`src/rtl/xm_mem_arbiter.sv`:
```
// Two-port arbiter for the unified single-port memory: CPU port C and DMA/debug port D.
// Single-pulse requests are latched per port and served one at a time under a per-access watchdog.
module xm_mem_arbiter #(
  parameter int unsigned WORD       = 16,
  parameter int unsigned TIMEOUT    = 64,
  parameter int unsigned FIXED_PRIO = 0
) (
  input  logic            clk_i,
  input  logic            arst_i,
  input  logic            cEn_i,
  input  logic            cRW_i,
  input  logic            cByte_i,
  input  logic [WORD-1:0] cAddr_i,
  input  logic [WORD-1:0] cWData_i,
  output logic            cBusy_o,
  output logic            cWr_o,
  output logic            cErr_o,
  output logic [WORD-1:0] cRData_o,
  input  logic            dEn_i,
  input  logic            dRW_i,
  input  logic            dByte_i,
  input  logic [WORD-1:0] dAddr_i,
  input  logic [WORD-1:0] dWData_i,
  output logic            dBusy_o,
  output logic            dWr_o,
  output logic            dErr_o,
  output logic [WORD-1:0] dRData_o,
  output logic [1:0]      ovf_o,
  output logic            memEn_o,
  output logic            memRW_o,
  output logic            memByte_o,
  output logic [WORD-1:0] memAddr_o,
  output logic [WORD-1:0] memWData_o,
  input  logic [WORD-1:0] memRData_i,
  input  logic            memReady_i
);

  localparam int unsigned WdW = $clog2(TIMEOUT);

  typedef enum logic [1:0] {StIdle, StAccess, StDone} state_e;

  state_e          state_q;
  logic            pend_c_q, pend_d_q;
  logic            grant_q;  // 0 = C, 1 = D
  logic            last_q;
  logic            err_q;
  logic            rw_c_q, byte_c_q, rw_d_q, byte_d_q;
  logic [WORD-1:0] addr_c_q, wdata_c_q, rdata_c_q;
  logic [WORD-1:0] addr_d_q, wdata_d_q, rdata_d_q;
  logic [WdW-1:0]  wdog_q;
  logic [1:0]      ovf_q;

  logic            grant_d;
  logic            timeout;
  logic            acc_done;
  logic            g_rw, g_byte;
  logic [WORD-1:0] g_addr, g_wdata;

  always_comb begin
    g_rw     = grant_q ? rw_d_q    : rw_c_q;
    g_byte   = grant_q ? byte_d_q  : byte_c_q;
    g_addr   = grant_q ? addr_d_q  : addr_c_q;
    g_wdata  = grant_q ? wdata_d_q : wdata_c_q;
    timeout  = (wdog_q == WdW'(TIMEOUT - 1));
    acc_done = (state_q == StAccess) && (memReady_i || timeout);
    // A lone requester always wins; a tie goes against the last grant unless C has priority.
    if (FIXED_PRIO != 0)             grant_d = ~pend_c_q;
    else if (pend_c_q && pend_d_q)   grant_d = ~last_q;
    else                             grant_d = ~pend_c_q;
  end

  always_ff @(posedge clk_i) begin
    if (arst_i) begin
      state_q   <= StIdle;
      pend_c_q  <= 1'b0;
      pend_d_q  <= 1'b0;
      grant_q   <= 1'b0;
      last_q    <= 1'b1;
      err_q     <= 1'b0;
      rw_c_q    <= 1'b0;
      byte_c_q  <= 1'b0;
      addr_c_q  <= '0;
      wdata_c_q <= '0;
      rdata_c_q <= '0;
      rw_d_q    <= 1'b0;
      byte_d_q  <= 1'b0;
      addr_d_q  <= '0;
      wdata_d_q <= '0;
      rdata_d_q <= '0;
      wdog_q    <= '0;
      ovf_q     <= '0;
    end else begin
      ovf_q <= {dEn_i & pend_d_q, cEn_i & pend_c_q};
      if (cEn_i && !pend_c_q) begin
        rw_c_q    <= cRW_i;
        byte_c_q  <= cByte_i;
        addr_c_q  <= cAddr_i;
        wdata_c_q <= cWData_i;
        pend_c_q  <= 1'b1;
      end
      if (dEn_i && !pend_d_q) begin
        rw_d_q    <= dRW_i;
        byte_d_q  <= dByte_i;
        addr_d_q  <= dAddr_i;
        wdata_d_q <= dWData_i;
        pend_d_q  <= 1'b1;
      end
      unique case (state_q)
        StIdle: begin
          if (pend_c_q || pend_d_q) begin
            grant_q <= grant_d;
            last_q  <= grant_d;
            wdog_q  <= '0;
            err_q   <= 1'b0;
            state_q <= StAccess;
          end
        end
        StAccess: begin
          if (acc_done) begin
            // Ready on the final watchdog cycle still counts as success.
            err_q   <= ~memReady_i;
            state_q <= StDone;
            if (grant_q) pend_d_q <= 1'b0;
            else         pend_c_q <= 1'b0;
            if (memReady_i && !g_rw) begin
              if (grant_q) rdata_d_q <= memRData_i;
              else         rdata_c_q <= memRData_i;
            end
          end else begin
            wdog_q <= wdog_q + WdW'(1);
          end
        end
        StDone:  state_q <= StIdle;
        default: state_q <= StIdle;
      endcase
    end
  end

  always_comb begin
    memEn_o    = (state_q == StAccess);
    memRW_o    = memEn_o & g_rw;
    memByte_o  = memEn_o & g_byte;
    memAddr_o  = memEn_o ? g_addr  : '0;
    memWData_o = memEn_o ? g_wdata : '0;
    cBusy_o    = pend_c_q;
    dBusy_o    = pend_d_q;
    cWr_o      = (state_q == StDone) & ~grant_q;
    dWr_o      = (state_q == StDone) &  grant_q;
    cErr_o     = cWr_o & err_q;
    dErr_o     = dWr_o & err_q;
    cRData_o   = rdata_c_q;
    dRData_o   = rdata_d_q;
    ovf_o      = ovf_q;
  end

endmodule

```
`config.mk`:
```
export PLATFORM = sky130hd
export DESIGN_NAME = xm_mem_arbiter
export DESIGN_NICKNAME = d
export VERILOG_FILES = /design/src/rtl/xm_mem_arbiter.sv
export SDC_FILE = /design/constraint.sdc
export NUM_CORES = 1
export LEC_CHECK = 0
export CELL_PAD_IN_SITES_DETAIL_PLACEMENT = 2
export CELL_PAD_IN_SITES_GLOBAL_PLACEMENT = 2
export CORE_ASPECT_RATIO = 1.4
export CORE_UTILIZATION = 26
export CTS_BUF_LIST = sky130_fd_sc_hd__clkbuf_8
export DETAILED_ROUTE_END_ITERATION = 8
export MAX_ROUTING_LAYER = met4
export PLACE_DENSITY_LB_ADDON = 0.2
export SYNTH_ARGS = -nofsm -noshare
export SYNTH_HDL_FRONTEND = slang
export SYNTH_SLANG_ARGS = --single-unit
export TNS_END_PERCENT = 20
```
`constraint.sdc`:
```
create_clock -name clk_i -period 2.3 [get_ports clk_i]
set_clock_uncertainty 0.15 [all_clocks]
set_input_delay 0.575 -clock clk_i [delete_from_list [all_inputs] [get_ports clk_i]]
set_output_delay 0.575 -clock clk_i [all_outputs]
set_load 0.05 [all_outputs]
```
==> out/summary.json <==
{
  "synth_fa_ha_area_share": {"value": 0.2634, "unit": "%"},
  "vias_per_cell": {"value": 4.684},
  "finalSetupViolCount": {"value": 0},
  "synth.mux.area_fraction": {"value": 10.75, "unit": "%"},
  "worst_vdd_drop": {"value": 271.1, "unit": "uV"},
  "first_iter_violations": {"value": 124},
  "run_status": {"value": "complete, no violations"},
  "route.final.wire_length": {"value": 18230, "unit": "um"},
  "power.density_cell_area": {"value": 676.3, "unit": "nW/um^2"},
  "synth_warnings": {"value": 0},
  "synth-seq-cells": {"value": 115},
  "number_of_nets_still_failing_antenna_checks_after_routing": {"value": 0},
  "place.detailed.instances": {"value": 958},
  "cts_buffers": {"value": 17},
  "tritoncts_num_sinks": {"value": 115},
  "dieArea": {"value": 18820, "unit": "um^2"},
  "final_min_period_over_clock_period": {"value": 99.93, "unit": "%"},
  "most_frequent_cp_cell": {"value": "sky130_fd_sc_hd__buf_12"},
  "syn_to_final_growth": {"value": 65.49, "unit": "%"},
  "track_usage": {"value": 21.38, "unit": "%"},
  "critical_path.max_stage_delay": {"value": 0.43, "unit": "ns"},
  "tritoncts": {"value": "done"},
  "mean_area_per_synthesized_cell": {"value": 8.105, "unit": "um^2"},
  "first_pass_grt_wire_length": {"value": 29060, "unit": "um"},
  "grt_max_degree": {"value": 59},
  "h-tree-depth": {"value": 4},
  "max_freq": {"value": 0.4351, "unit": "GHz"},
  "final_common_cell": {"value": "sky130_fd_sc_hd__nand2_1"},
  "post-route-drc-count": {"value": 0},
  "first_global_vias": {"value": 5283},
  "final_cell_count_no_fill": {"value": 994},
  "globalRouteOverflowTotal": {"value": 0},
  "post_synth_main_area_contributors": {"value": "sky130_fd_sc_hd__dfxtp_1 48%, sky130_fd_sc_hd__nand2_1 14%, sky130_fd_sc_hd__mux2i_1 11%"},
  "cp_top_family": {"value": "flip-flops"},
  "worstPathBufferInverterCount": {"value": 2},
  "coreArea": {"value": 17920, "unit": "um^2"},
  "clock_path_buffers": {"value": 2},
  "netlist_instances": {"value": 586},
  "synth_fp_nets": {"value": 676},
  "critPathKind": {"value": "reg -> out"},
  "first_pass_iters": {"value": 4},
  "initial_core_util": {"value": 26.50, "unit": "%"},
  "cp_max_fo": {"value": 12},
  "antennaDiodeCount": {"value": 0},
  "synth.yosys.seq_area_share": {"value": 48.47, "unit": "%"},
  "hold_viol": {"value": 0},
  "worst_setup_hold_path_clk_slew": {"value": 0.07, "unit": "ns"},
  "floorplan.io_pins": {"value": 164},
  "rows": {"value": 58},
  "slew_viol_final": {"value": 0},
  "final.setup.worst_slack": {"value": 0.001551, "unit": "ns"},
  "xor_xnor_share_of_the_synthesized_area": {"value": 0, "unit": "%"},
  "fillerInstances": {"value": 1953},
  "wire_per_inst": {"value": 18.34, "unit": "um"},
  "num-nets-final": {"value": 831},
  "timing.critical_path.cells": {"value": "buf_12 -> mux2i_2 -> nor2_4 -> buf_12"},
  "max_cap_viol_count": {"value": 0},
  "fin_crit": {"value": 2.298, "unit": "ns"},
  "utilization": {"value": 43.85, "unit": "%"},
  "dpl_cell_area": {"value": 7092, "unit": "um^2"},
  "power": {"value": 5.315, "unit": "mW"},
  "vias": {"value": 4656},
  "main_combinational_cell_family_by_area_after_synthesis": {"value": "simple AND/OR/NAND/NOR gates"},
  "synth_largest_area_cell": {"value": "sky130_fd_sc_hd__dfxtp_1"},
  "critPathLaunchType": {"value": "flop"},
  "worstPathRequired": {"value": 1.57, "unit": "ns"},
  "place.port_buffers": {"value": 163},
  "dpl_worst_slack": {"value": 0.06361, "unit": "ns"},
  "area_fraction_in_compound_gates_after_synthesis": {"value": 12.09, "unit": "%"},
  "rsz0062_at_grt": {"value": "yes"},
  "chipHeight": {"value": 161.9, "unit": "um"},
  "static_leak": {"value": 3.006, "unit": "nW"},
  "simple_gate_area_share_of_the_yosys_netlist": {"value": 23.23, "unit": "%"},
  "worst-slew-pin-transition": {"value": 0.5693, "unit": "ns"},
  "mapped_cell_area": {"value": 4750, "unit": "um^2"},
  "final.hold.worst_slack": {"value": 0.3106, "unit": "ns"},
  "antenna_found_initial": {"value": 0},
  "hold_path_class": {"value": "reg -> reg"},
  "final_layout_size_suffix_gt1_share": {"value": 22.28, "unit": "%"},
  "dieWidth": {"value": 116.2, "unit": "um"},
  "post-dp-hpwl": {"value": 12030, "unit": "um"},
  "crit_slowest_cell": {"value": "sky130_fd_sc_hd__dfxtp_4"},
  "post-synth-top-area-fraction": {"value": 48.47, "unit": "%"},
  "critPathArrivalTime": {"value": 1.57, "unit": "ns"},
  "timing.max_slew.rel_slack": {"value": 62.20, "unit": "%"},
  "ctsHoldBuffers": {"value": 0},
  "clock_tree.root_cell": {"value": "sky130_fd_sc_hd__clkbuf_8"},
  "type_of_element_capturing_the_critical_path": {"value": "primary output"},
  "final_cell_mix": {"value": "176 x sky130_fd_sc_hd__nand2_1, 112 x sky130_fd_sc_hd__dfxtp_1, 87 x sky130_fd_sc_hd__clkdlybuf4s50_1"},
  "setup_tns_final": {"value": 0, "unit": "ns"},
  "final_area": {"value": 7860, "unit": "um^2"},
  "place_congestion": {"value": 0.7145},
  "post_synth_num_cell_types": {"value": 36},
  "worst_skew_pair.late_latency": {"value": 0.44, "unit": "ns"}
}
[path summary, 6_finish.rpt]
check / start / endpoint / slack [ns] / cells past startpoint
max reg2reg: wdog_q[0] / dBusy_o / 0.43 / 6
max: grant_q / memWData_o[4] / 0.002 / 4
min reg2reg: addr_d_q[0] / addr_d_q[0] / 0.31 / 2
min: addr_d_q[0] / addr_d_q[0] / 0.31 / 2
[report_power, final]
| part | total [mW] | switching [mW] | internal (mW) |
|---|---|---|---|
| Sequential | 2.17 | 0.0817 | 2.09 |
| Combinational | 1.11 | 0.610 | 0.498 |
| Clock | 2.03 | 0.921 | 1.11 |
| Total | 5.32 | 1.61 | 3.70 |
[worst register-to-register path: stages, from the launching register on]
cell and delay (ns):
sky130_fd_sc_hd__dfxtp_1 0.35, sky130_fd_sc_hd__ha_1 0.27, sky130_fd_sc_hd__and3_1 0.21, sky130_fd_sc_hd__a31oi_1 0.24, sky130_fd_sc_hd__buf_4 0.18, sky130_fd_sc_hd__nor2_1 0.05
sky130_fd_sc_hd__a211oi_1 0.32
[area by class of cell]
| class | count | area (um^2) | area share, % |
|---|---|---|---|
| Multi-Input combinational cell | 423 | 2501 | 31.82 |
| Sequential cell | 115 | 2311 | 29.40 |
| Timing Repair Buffer | 180 | 2302 | 29.29 |
| Tap cell | 240 | 300.3 | 3.820 |
| Clock buffer | 18 | 247.7 | 3.152 |
| Clock inverter | 14 | 177.7 | 2.260 |
| Inverter | 4 | 20.02 | 0.2547 |
[layer usage]
metal  vias to the layer above  global-route usage (%)  routed length, um
li1                       2235                       -                  -
met1                      2271                   22.06               6981
met2                       137                   38.25               9917
met3                        13                   6.604               1115
met4                         0                   6.177                213
met5                         -                       -                  0
[kinds of logic (layout without fill, tap and decap cells)]
group | Yosys count | in the layout
buffers and inverters | 48 | 216
adders and majority gates | 1 | 1
muxes | 51 | 51
DFF | 115 | 115
AOI/OAI and AO/OA | 100 | 100
and+or+nand+nor | 271 | 271
[timing repair]
item                       4_1_cts  5_1_grt
buffers inserted                 1        0
gates cloned                     4        0
setup endpoints to repair       69       35
resized for setup               98       17
[Yosys cell counts (all sizes together)]
cell and number:
nand2 176, dfxtp 115, a21oi 85, nor2 67
mux2i 51, buf 27, clkbuf 17, nand2b 6
nor3 6, a211oi 4, nor2b 4, a31oi 3
inv 3, nand3 3, and2 2, and3 2
o32ai 2, a211o 1, a311oi 1, a32oi 1
and2b 1, and4b 1, clkinv 1, ha 1
nand4b 1, o21a 1, o21ai 1, o22ai 1
or2 1, or2b 1
[state kept, by name (all words and copies together), names as in the netlist, 2 cells and up]
| signal | count |
|---|---|
| addr_c_q | 16 |
| addr_d_q | 16 |
| cRData_o | 16 |
| dRData_o | 16 |
| wdata_c_q | 16 |
| wdata_d_q | 16 |
| wdog_q | 6 |
| ovf_o | 2 |
| state_q | 2 |
(Power assumes the default switching activity.)
